**config.mk**
```make
export PLATFORM = sky130hd
export DESIGN_NAME = warp_scheduler
export DESIGN_NICKNAME = d
export VERILOG_FILES = /design/src/rtl/warp_scheduler_pkg.sv /design/src/rtl/warp_scheduler_rr_arbiter.sv /design/src/rtl/warp_scheduler.sv
export SDC_FILE = /design/constraint.sdc
export NUM_CORES = 1
export LEC_CHECK = 0
export ABC_AREA = 1
export CORE_MARGIN = 2
export CORE_UTILIZATION = 45
export CTS_BUF_LIST = sky130_fd_sc_hd__clkbuf_4
export DETAILED_ROUTE_END_ITERATION = 10
export PLACE_DENSITY = 0.74
export SLEW_MARGIN = 10
export SYNTH_ARGS = -nofsm -noshare
export SYNTH_HDL_FRONTEND = slang
export SYNTH_SLANG_ARGS = --single-unit
```
**constraint.sdc**
```tcl
create_clock -name clk -period 3.4 [get_ports clk]
set_input_delay 0.51 -clock clk [delete_from_list [all_inputs] [get_ports clk]]
set_output_delay 0.51 -clock clk [all_outputs]
set_load 0.005 [all_outputs]
```
**src/rtl/warp_scheduler_pkg.sv**
```systemverilog
// warp_scheduler_pkg: FSM state encoding and default sizes shared with fetch and decode
// Contents: state_t (IDLE, RUN, DONE), DEFAULT_NUM_WARPS, DEFAULT_PC_WIDTH
package warp_scheduler_pkg;
    localparam int DEFAULT_NUM_WARPS = 4;
    localparam int DEFAULT_PC_WIDTH = 8;
    typedef enum logic [1:0] {IDLE, RUN, DONE} state_t;
endpackage

```
**src/rtl/warp_scheduler_rr_arbiter.sv**
```systemverilog
// warp_scheduler_rr_arbiter: combinational round-robin pick of the next eligible warp
// Ports: eligible (per-warp request mask), last_issued (previous grant),
//        grant_valid (some warp eligible), grant_id (first eligible after last_issued)
module warp_scheduler_rr_arbiter
    import warp_scheduler_pkg::*;
#(
    parameter int NUM_WARPS = DEFAULT_NUM_WARPS,
    parameter int WID_WIDTH = $clog2(NUM_WARPS)
) (
    input  logic [NUM_WARPS-1:0] eligible,
    input  logic [WID_WIDTH-1:0] last_issued,
    output logic                 grant_valid,
    output logic [WID_WIDTH-1:0] grant_id
);
    logic [WID_WIDTH-1:0] idx;
    // Scan from the farthest candidate to the nearest so the nearest eligible one wins.
    always_comb begin
        grant_valid = 1'b0;
        grant_id = '0;
        idx = '0;
        for (int i = NUM_WARPS; i >= 1; i--) begin
            idx = WID_WIDTH'((int'(last_issued) + i) % NUM_WARPS);
            if (eligible[idx]) begin
                grant_valid = 1'b1;
                grant_id = idx;
            end
        end
    end
endmodule

```
**src/rtl/warp_scheduler.sv**
```systemverilog
// warp_scheduler: per-warp PC file, kernel FSM and round-robin issue of warp PCs
// Ports: clk, reset (async, active-high); start/base_pc/warp_enable launch a kernel;
//        warp_stall masks warps; branch_* redirect and halt_* retire a warp;
//        global_advance steps global_pc; pc/issue_valid/issue_warp carry the issued
//        warp PC; busy/done report RUN/DONE.
module warp_scheduler
    import warp_scheduler_pkg::*;
#(
    parameter int NUM_WARPS = DEFAULT_NUM_WARPS,
    parameter int PC_WIDTH = DEFAULT_PC_WIDTH,
    parameter int WID_WIDTH = $clog2(NUM_WARPS)
) (
    input  logic                 clk,
    input  logic                 reset,
    input  logic                 start,
    input  logic [PC_WIDTH-1:0]  base_pc,
    input  logic [NUM_WARPS-1:0] warp_enable,
    input  logic [NUM_WARPS-1:0] warp_stall,
    input  logic                 branch_valid,
    input  logic [WID_WIDTH-1:0] branch_warp,
    input  logic [PC_WIDTH-1:0]  branch_target,
    input  logic                 halt_valid,
    input  logic [WID_WIDTH-1:0] halt_warp,
    input  logic                 global_advance,
    output logic [PC_WIDTH-1:0]  pc,
    output logic [PC_WIDTH-1:0]  global_pc,
    output logic                 issue_valid,
    output logic [WID_WIDTH-1:0] issue_warp,
    output logic                 busy,
    output logic                 done
);
    localparam logic [WID_WIDTH-1:0] LAST_INIT = WID_WIDTH'(NUM_WARPS - 1);
    state_t               state;
    logic [PC_WIDTH-1:0]  warp_pc [NUM_WARPS];
    logic [NUM_WARPS-1:0] active;
    logic [NUM_WARPS-1:0] next_active;
    logic [WID_WIDTH-1:0] last_issued;
    logic                 grant_valid;
    logic [WID_WIDTH-1:0] grant_id;
    logic                 issue;
    logic                 branch_ok;
    warp_scheduler_rr_arbiter #(
        .NUM_WARPS(NUM_WARPS),
        .WID_WIDTH(WID_WIDTH)
    ) u_arb (
        .eligible(active & ~warp_stall),
        .last_issued(last_issued),
        .grant_valid(grant_valid),
        .grant_id(grant_id)
    );
    always_comb begin
        next_active = active;
        if (halt_valid) next_active[halt_warp] = 1'b0;
    end
    // The edge that retires the last warp enters DONE, where nothing may issue.
    assign issue = grant_valid && next_active != '0;
    // A halt on the same warp suppresses its branch.
    assign branch_ok = branch_valid && active[branch_warp] && !(halt_valid && halt_warp == branch_warp);
    always_ff @(posedge clk or posedge reset) begin
        if (reset) begin
            state <= IDLE;
            pc <= '0;
            global_pc <= '0;
            issue_valid <= 1'b0;
            issue_warp <= '0;
            busy <= 1'b0;
            done <= 1'b0;
            active <= '0;
            last_issued <= LAST_INIT;
            for (int w = 0; w < NUM_WARPS; w++) warp_pc[w] <= '0;
        end else begin
            case (state)
                RUN: begin
                    issue_valid <= issue;
                    if (issue) begin
                        issue_warp <= grant_id;
                        pc <= warp_pc[grant_id];
                        warp_pc[grant_id] <= warp_pc[grant_id] + 1'b1;
                        last_issued <= grant_id;
                    end
                    if (branch_ok) warp_pc[branch_warp] <= branch_target;
                    active <= next_active;
                    if (global_advance) global_pc <= global_pc + 1'b1;
                    if (next_active == '0) begin
                        state <= DONE;
                        busy <= 1'b0;
                        done <= 1'b1;
                    end
                end
                IDLE, DONE: begin
                    issue_valid <= 1'b0;
                    if (start && warp_enable != '0) begin
                        state <= RUN;
                        busy <= 1'b1;
                        done <= 1'b0;
                        active <= warp_enable;
                        global_pc <= base_pc;
                        last_issued <= LAST_INIT;
                        for (int w = 0; w < NUM_WARPS; w++)
                            if (warp_enable[w]) warp_pc[w] <= base_pc;
                    end
                end
                default: state <= IDLE;
            endcase
        end
    end
endmodule

```
==> results of run 1 <==
## cell type report
class / count / area (um^2) / area share (%)
well taps: 129 / 161 / 3.07
clock buffers: 9 / 67.6 / 1.28
clock inverters: 6 / 55.1 / 1.05
inverters: 100 / 380 / 7.23
repair buffers: 73 / 683 / 13.0
multi-input cells: 475 / 2380 / 45.3
flip-flops and latches: 61 / 1530 / 29.1
## registers in the layout, summed over array words and instances, names as in the netlist
signal / flops
warp_pc: 32
busy: 1
issue_warp: 2
issue_valid: 1
last_issued: 2
global_pc: 8
done: 1
state: 2
active: 4
pc: 8
## tightest hold or removal path, delay by kind of cell (launching register included)
kind / cells / cell delay, ps
AND/OR/NAND/NOR: 2 / 100
flip-flops: 1 / 360
## cells in the final DEF, fill, tap and decap left out, types with 2 or more instances in the layout
cell,n
nand2_1,139
nor2_1,88
inv_1,87
o21ai_0,68
dfrtp_1,59
clkdlybuf4s50_1,54
a21oi_1,42
nand3_1,37
buf_4,19
o211ai_1,15
a31oi_1,11
nand2_2,11
clkbuf_4,9
inv_2,8
o21bai_1,8
a21oi_2,7
nor2_2,5
o21ai_1,5
clkinv_2,5
a22oi_1,4
nand4_1,4
nand2_4,4
nor2_4,4
nor4_1,3
clkinv_1,3
o221ai_1,3
a21o_1,3
xor2_2,2
inv_4,2
nor3_1,2
ha_1,2
dfstp_2,2
## per-layer routing
layer	up-vias	wire, um	track usage [%]
li1	2262	-	-
met1	2164	6300	39.1
met2	223	6180	42.3
met3	32	1370	7.25
met4	0	395	11.0
met5	-	0	0
## cells by family after synthesis
logic type	count (synthesis)	share of synthesized area, %
AOI/OAI and AO/OA	171	22.8
DFF	61	34.9
adders and majority gates	2	0.572
and+or+nand+nor	299	30.1
xor gates and xnor gates	3	0.943
buffers and inverters	117	10.6
## metrics by stage
step,instance area (um^2),std cells
after floorplan,4380,653
after CTS,5260,853
after global routing,5260,853
after global placement,5140,838
after detailed placement,5140,838
final,5260,853
## path summary, 6_finish.rpt
| path | startpoint | end |
|---|---|---|
| min | issue_warp[0]$_DFFE_PP0P_ | issue_warp[0]$_DFFE_PP0P_ |
| min reg2reg | issue_warp[0]$_DFFE_PP0P_ | issue_warp[0]$_DFFE_PP0P_ |
| min in group asynchronous | reset | global_pc[1]$_DFFE_PP0P_ |
| max | last_issued[0]$_DFFE_PP1P_ | warp_pc[11]$_DFFE_PP0P_ |
| max reg2reg | last_issued[0]$_DFFE_PP1P_ | warp_pc[11]$_DFFE_PP0P_ |
| max in group asynchronous | reset | warp_pc[13]$_DFFE_PP0P_ |
==> flow_summary.json, run 1 <==
{
  "status": "finished, final reports clean",
  "grt_pass1_wl_mm": 22.3,
  "r2r_setup_slack_ps": 380,
  "worstPathCellList": "inv_2, nand3_1, nand2_1, nand2_1, nand2_1, inv_1, nand2_4, nand2_4, nand2_8, nand2_4, nand2_1, o21ai_1, nand2_1, nand2_4, buf_4, nand2_2, nor2_4, nand2_1, nand2_1, nor2_1, o21bai_1, a21oi_1",
  "crit_buf_inv": 3,
  "worst_pin_slew_ps": 820,
  "setup_ws_ps": 384,
  "finalHoldWorstSlack_ps": 482,
  "fin_crit_ps": 3020,
  "grt_start_max_net_pins": 62,
  "setup_viol": 0,
  "final_antenna_net_count": 0,
  "ys_types": 40,
  "clock-sinks": 61,
  "critical-path-max-stage-delay_ps": 620,
  "antenna_found_initial": 0,
  "path_clk_slew_ps": 100,
  "hold_viol_final": 0,
  "grt_overflow": 0,
  "die_h_um": 103,
  "avgRoutedWirePerCell_um": 16.7,
  "cts_resized": 0,
  "synth_fp_nets": 689,
  "critPathMaxFanout": 22,
  "start_util_pct": 46.9,
  "cts_tree": "built",
  "cp_common_cell": "nand2_1",
  "clk_latency_ps": 410,
  "cts_inserted_buffers": 9,
  "drv_cap": 0,
  "die_area_um2": 10500,
  "max_slew_margin_pct": 45.3,
  "vias_per_cell": 5.49,
  "yosysMostFrequentCell": "nand2_1",
  "worst-endpoint-required_ps": 3690,
  "syn_area_per_cell_um2": 6.70,
  "clockRootBuffer": "clkbuf_4",
  "first_global_vias": 4278,
  "place_congestion": 1.00,
  "ctsLongestPathBuffers": 2,
  "critPathArrivalTime_ps": 3310,
  "synth.yosys.warnings": 0,
  "synthArstFlopShare_pct": 100,
  "crit_family": "simple AND/OR/NAND/NOR gates",
  "drt-initial-drc-count": 370,
  "dp_hpwl_mm": 10.7,
  "hold_path_class": "reg2reg",
  "yosysTopAreaCellShare_pct": 33.7,
  "synth.top_cells.by_area": "dfrtp_1 (34%), nand2_1 (12%), o21ai_0 (7.8%), inv_1 (7.5%), nor2_1 (7.5%)",
  "fin_crit_sh_pct": 88.7,
  "wl_mm": 14.2,
  "ios": 55,
  "end_kind": "register",
  "ys.flop_type": "dfrtp_1",
  "synth-seq-cells": 61,
  "rr_worst_depth": 22,
  "yosys-top-cells-count": "nand2_1 (139), inv_1 (88), nor2_1 (88)",
  "grtUsageTotal_pct": 28.2,
  "n_fill_cell": 945,
  "cpMaxStageDelayCell": "dfstp_2",
  "whs_path_depth": 2,
  "fin_util_pct": 56.4,
  "finalNetCount": 756,
  "vias": 4681,
  "rsz0062_at_grt": "false",
  "ys_seq_area_share_pct": 34.9,
  "core_area_um2": 9330,
  "drive_above_1_share_pct": 11.2,
  "cts_hold_buf": 0,
  "final_max_slew_viol_count": 0,
  "clock_skew_ps": 11.2,
  "firstDrtPassIters": 6,
  "synth_area_um2": 4380,
  "crit_path_start_kind": "register",
  "syn2layout_area_growth_pct": 20.1,
  "path_class": "reg2reg",
  "n_antenna_cell": 0,
  "cts_setup_buffers": 0,
  "die_w_um": 103,
  "fin_setup_tns_ps": 0,
  "yosysTopAreaCell": "dfrtp_1",
  "path_depth": 22,
  "port_buffers": 54,
  "syn_inst": 653,
  "post-route-drc-count": 0,
  "clock.fmax_mhz": 332,
  "synth_edf_count": 0,
  "htree_levels": 3,
  "rows": 35,
  "dp_slack_ps": 159
}
Power of run 1 is not shown: default switching activity piles up to over one toggle a cycle in this logic, so the estimate is an artifact.
==> run 2, diff against run 1 <==
CORE_ASPECT_RATIO = 0.7   (was not set)
SETUP_SLACK_MARGIN = 0.4   (was not set)
==> flow_summary.json, run 2 (synthesis gave the netlist of run 1 again) <==
{
  "vias": 4835,
  "syn2layout_area_growth_pct": 22.1,
  "clockRootBuffer": "clkbuf_4",
  "ctsLongestPathBuffers": 2,
  "final_common_cell": "nand2_1",
  "reg2reg_from": "last_issued[0]$_DFFE_PP1P_",
  "cts_inserted_buffers": 9,
  "clock-sinks": 61,
  "hold_path_class": "reg2reg",
  "cp-startpoint": "last_issued[0]$_DFFE_PP1P_",
  "largest_reg_flops": 32,
  "setup_ws_ps": 532,
  "rows": 30,
  "vias_per_cell": 5.65,
  "n_antenna_cell": 0,
  "dp_slack_ps": 27.2,
  "start_util_pct": 45.7,
  "die_h_um": 86.5,
  "fin_crit_ps": 2870,
  "firstDrtPassIters": 5,
  "ios": 55,
  "worstSetupEndpoint": "warp_pc[4]$_DFFE_PP0P_",
  "worst-endpoint-required_ps": 3720,
  "mostFrequentLayoutCells": "nand2_1 (134), nor2_1 (87), inv_1 (86), o21ai_0 (68), dfrtp_1 (59)",
  "htree_levels": 3,
  "reg_top3": "warp_pc x32, global_pc x8, pc x8",
  "wl_mm": 14.5,
  "min-delay-start": "issue_warp[1]$_DFFE_PP0P_",
  "final_antenna_net_count": 0,
  "die_w_um": 122,
  "antenna_found_initial": 0,
  "r2r_setup_slack_ps": 530,
  "max_slew_margin_pct": 46.3,
  "dp_hpwl_mm": 10.7,
  "hold_viol_final": 0,
  "worst_pin_slew_ps": 806,
  "post-route-drc-count": 0,
  "end_kind": "register",
  "grt_start_max_net_pins": 62,
  "grt_pass1_wl_mm": 23.0,
  "rsz0062_at_grt": "true",
  "path_clk_slew_ps": 110,
  "fin_setup_tns_ps": 0,
  "port_buffers": 54,
  "grtUsageTotal_pct": 28.6,
  "largest_register": "warp_pc",
  "grt_overflow": 0,
  "crit_path_start_kind": "register",
  "finalNetCount": 759,
  "path_class": "reg2reg",
  "drv_cap": 0,
  "cts_tree": "built",
  "clock_skew_ps": 18.4,
  "critPathMaxFanout": 11,
  "rr_worst_depth": 19,
  "drive_above_1_share_pct": 12.8,
  "r2r-end": "warp_pc[4]$_DFFE_PP0P_",
  "fin_crit_sh_pct": 84.4,
  "die_area_um2": 10500,
  "first_global_vias": 4495,
  "place_congestion": 1.00,
  "core_area_um2": 9570,
  "clock.fmax_mhz": 349,
  "clk_latency_ps": 430,
  "avgRoutedWirePerCell_um": 17.0,
  "status": "finished, final reports clean",
  "drt-initial-drc-count": 460,
  "setup_viol": 0,
  "final_max_slew_viol_count": 0,
  "critPathArrivalTime_ps": 3190
}
-- run 2: cell count changes in the layout (fill, tap and decap cells not counted), moves of 2 or more --
cell and delta:
nand2_1 -5, clkbuf_4 +3, nand2_2 +5, clkinv_1 +2, clkinv_2 -3
-- run 2: area by class of cell --
class / instances / area [um^2]
Fill cell: 938 / 4230
Multi-Input combinational cell: 477 / 2480
Sequential cell: 61 / 1530
Timing Repair Buffer: 74 / 691
Inverter: 100 / 380
Tap cell: 128 / 160
Clock buffer: 12 / 90.1
Clock inverter: 4 / 17.5
-- run 2: what timing repair did --
| action | CTS | global route |
|---|---|---|
| hold endpoints to repair | 0 | 0 |
| hold buffers | 0 | 0 |
| endpoints found under the setup margin | 4 | 33 |
| gates cloned | 0 | 2 |
| gates resized for setup | 2 | 12 |
| pin swaps | 0 | 2 |
| setup buffers | 0 | 2 |
-- run 2: routing by layer --
metal  track usage, %  routed length [um]  up-vias
met4             10.0                 422        0
met5                0                   0        -
met1             41.2                6390     2222
met2             41.3                6030      304
met3             7.76                1710       38
li1                 -                   -     2271
-- run 2: worst min path at each step --
stage               cells after the start                         to
global placement                        2  issue_warp[0]$_DFFE_PP0P_
global route                            2  issue_warp[1]$_DFFE_PP0P_
finish                                  2  issue_warp[1]$_DFFE_PP0P_
CTS                                     2  issue_warp[1]$_DFFE_PP0P_
floorplan                               2           busy$_DFFE_PP0P_
detailed placement                      2  issue_warp[1]$_DFFE_PP0P_
-- run 2: critical path, cell delays in order, from the launching register on --
cell and delay (ps):
dfstp_2 610, inv_2 120, nand3_1 110, nand2_2 90, nand2_1 100, nand2_1 50
inv_1 80, nand2_4 70, nand3_4 160, nand2_4 160, o21ai_0 190, nand2_1 90
nand2_2 70, inv_1 60, ha_4 180, nand2_2 110, xor2_4 220, nor2_1 60
o21bai_1 150, a21oi_1 90
-- run 2: metrics by stage --
stage	utilization [%]	hold slack, ps	cell area, um^2	instances
final	55.8	483	5350	856
after global routing	55.8	516	5350	856
after CTS	54.9	491	5250	852
after detailed placement	53.6	464	5130	836
after global placement	53.6	457	5130	836
after floorplan	-	465	4380	653
Power of run 2 is left out for the same reason.
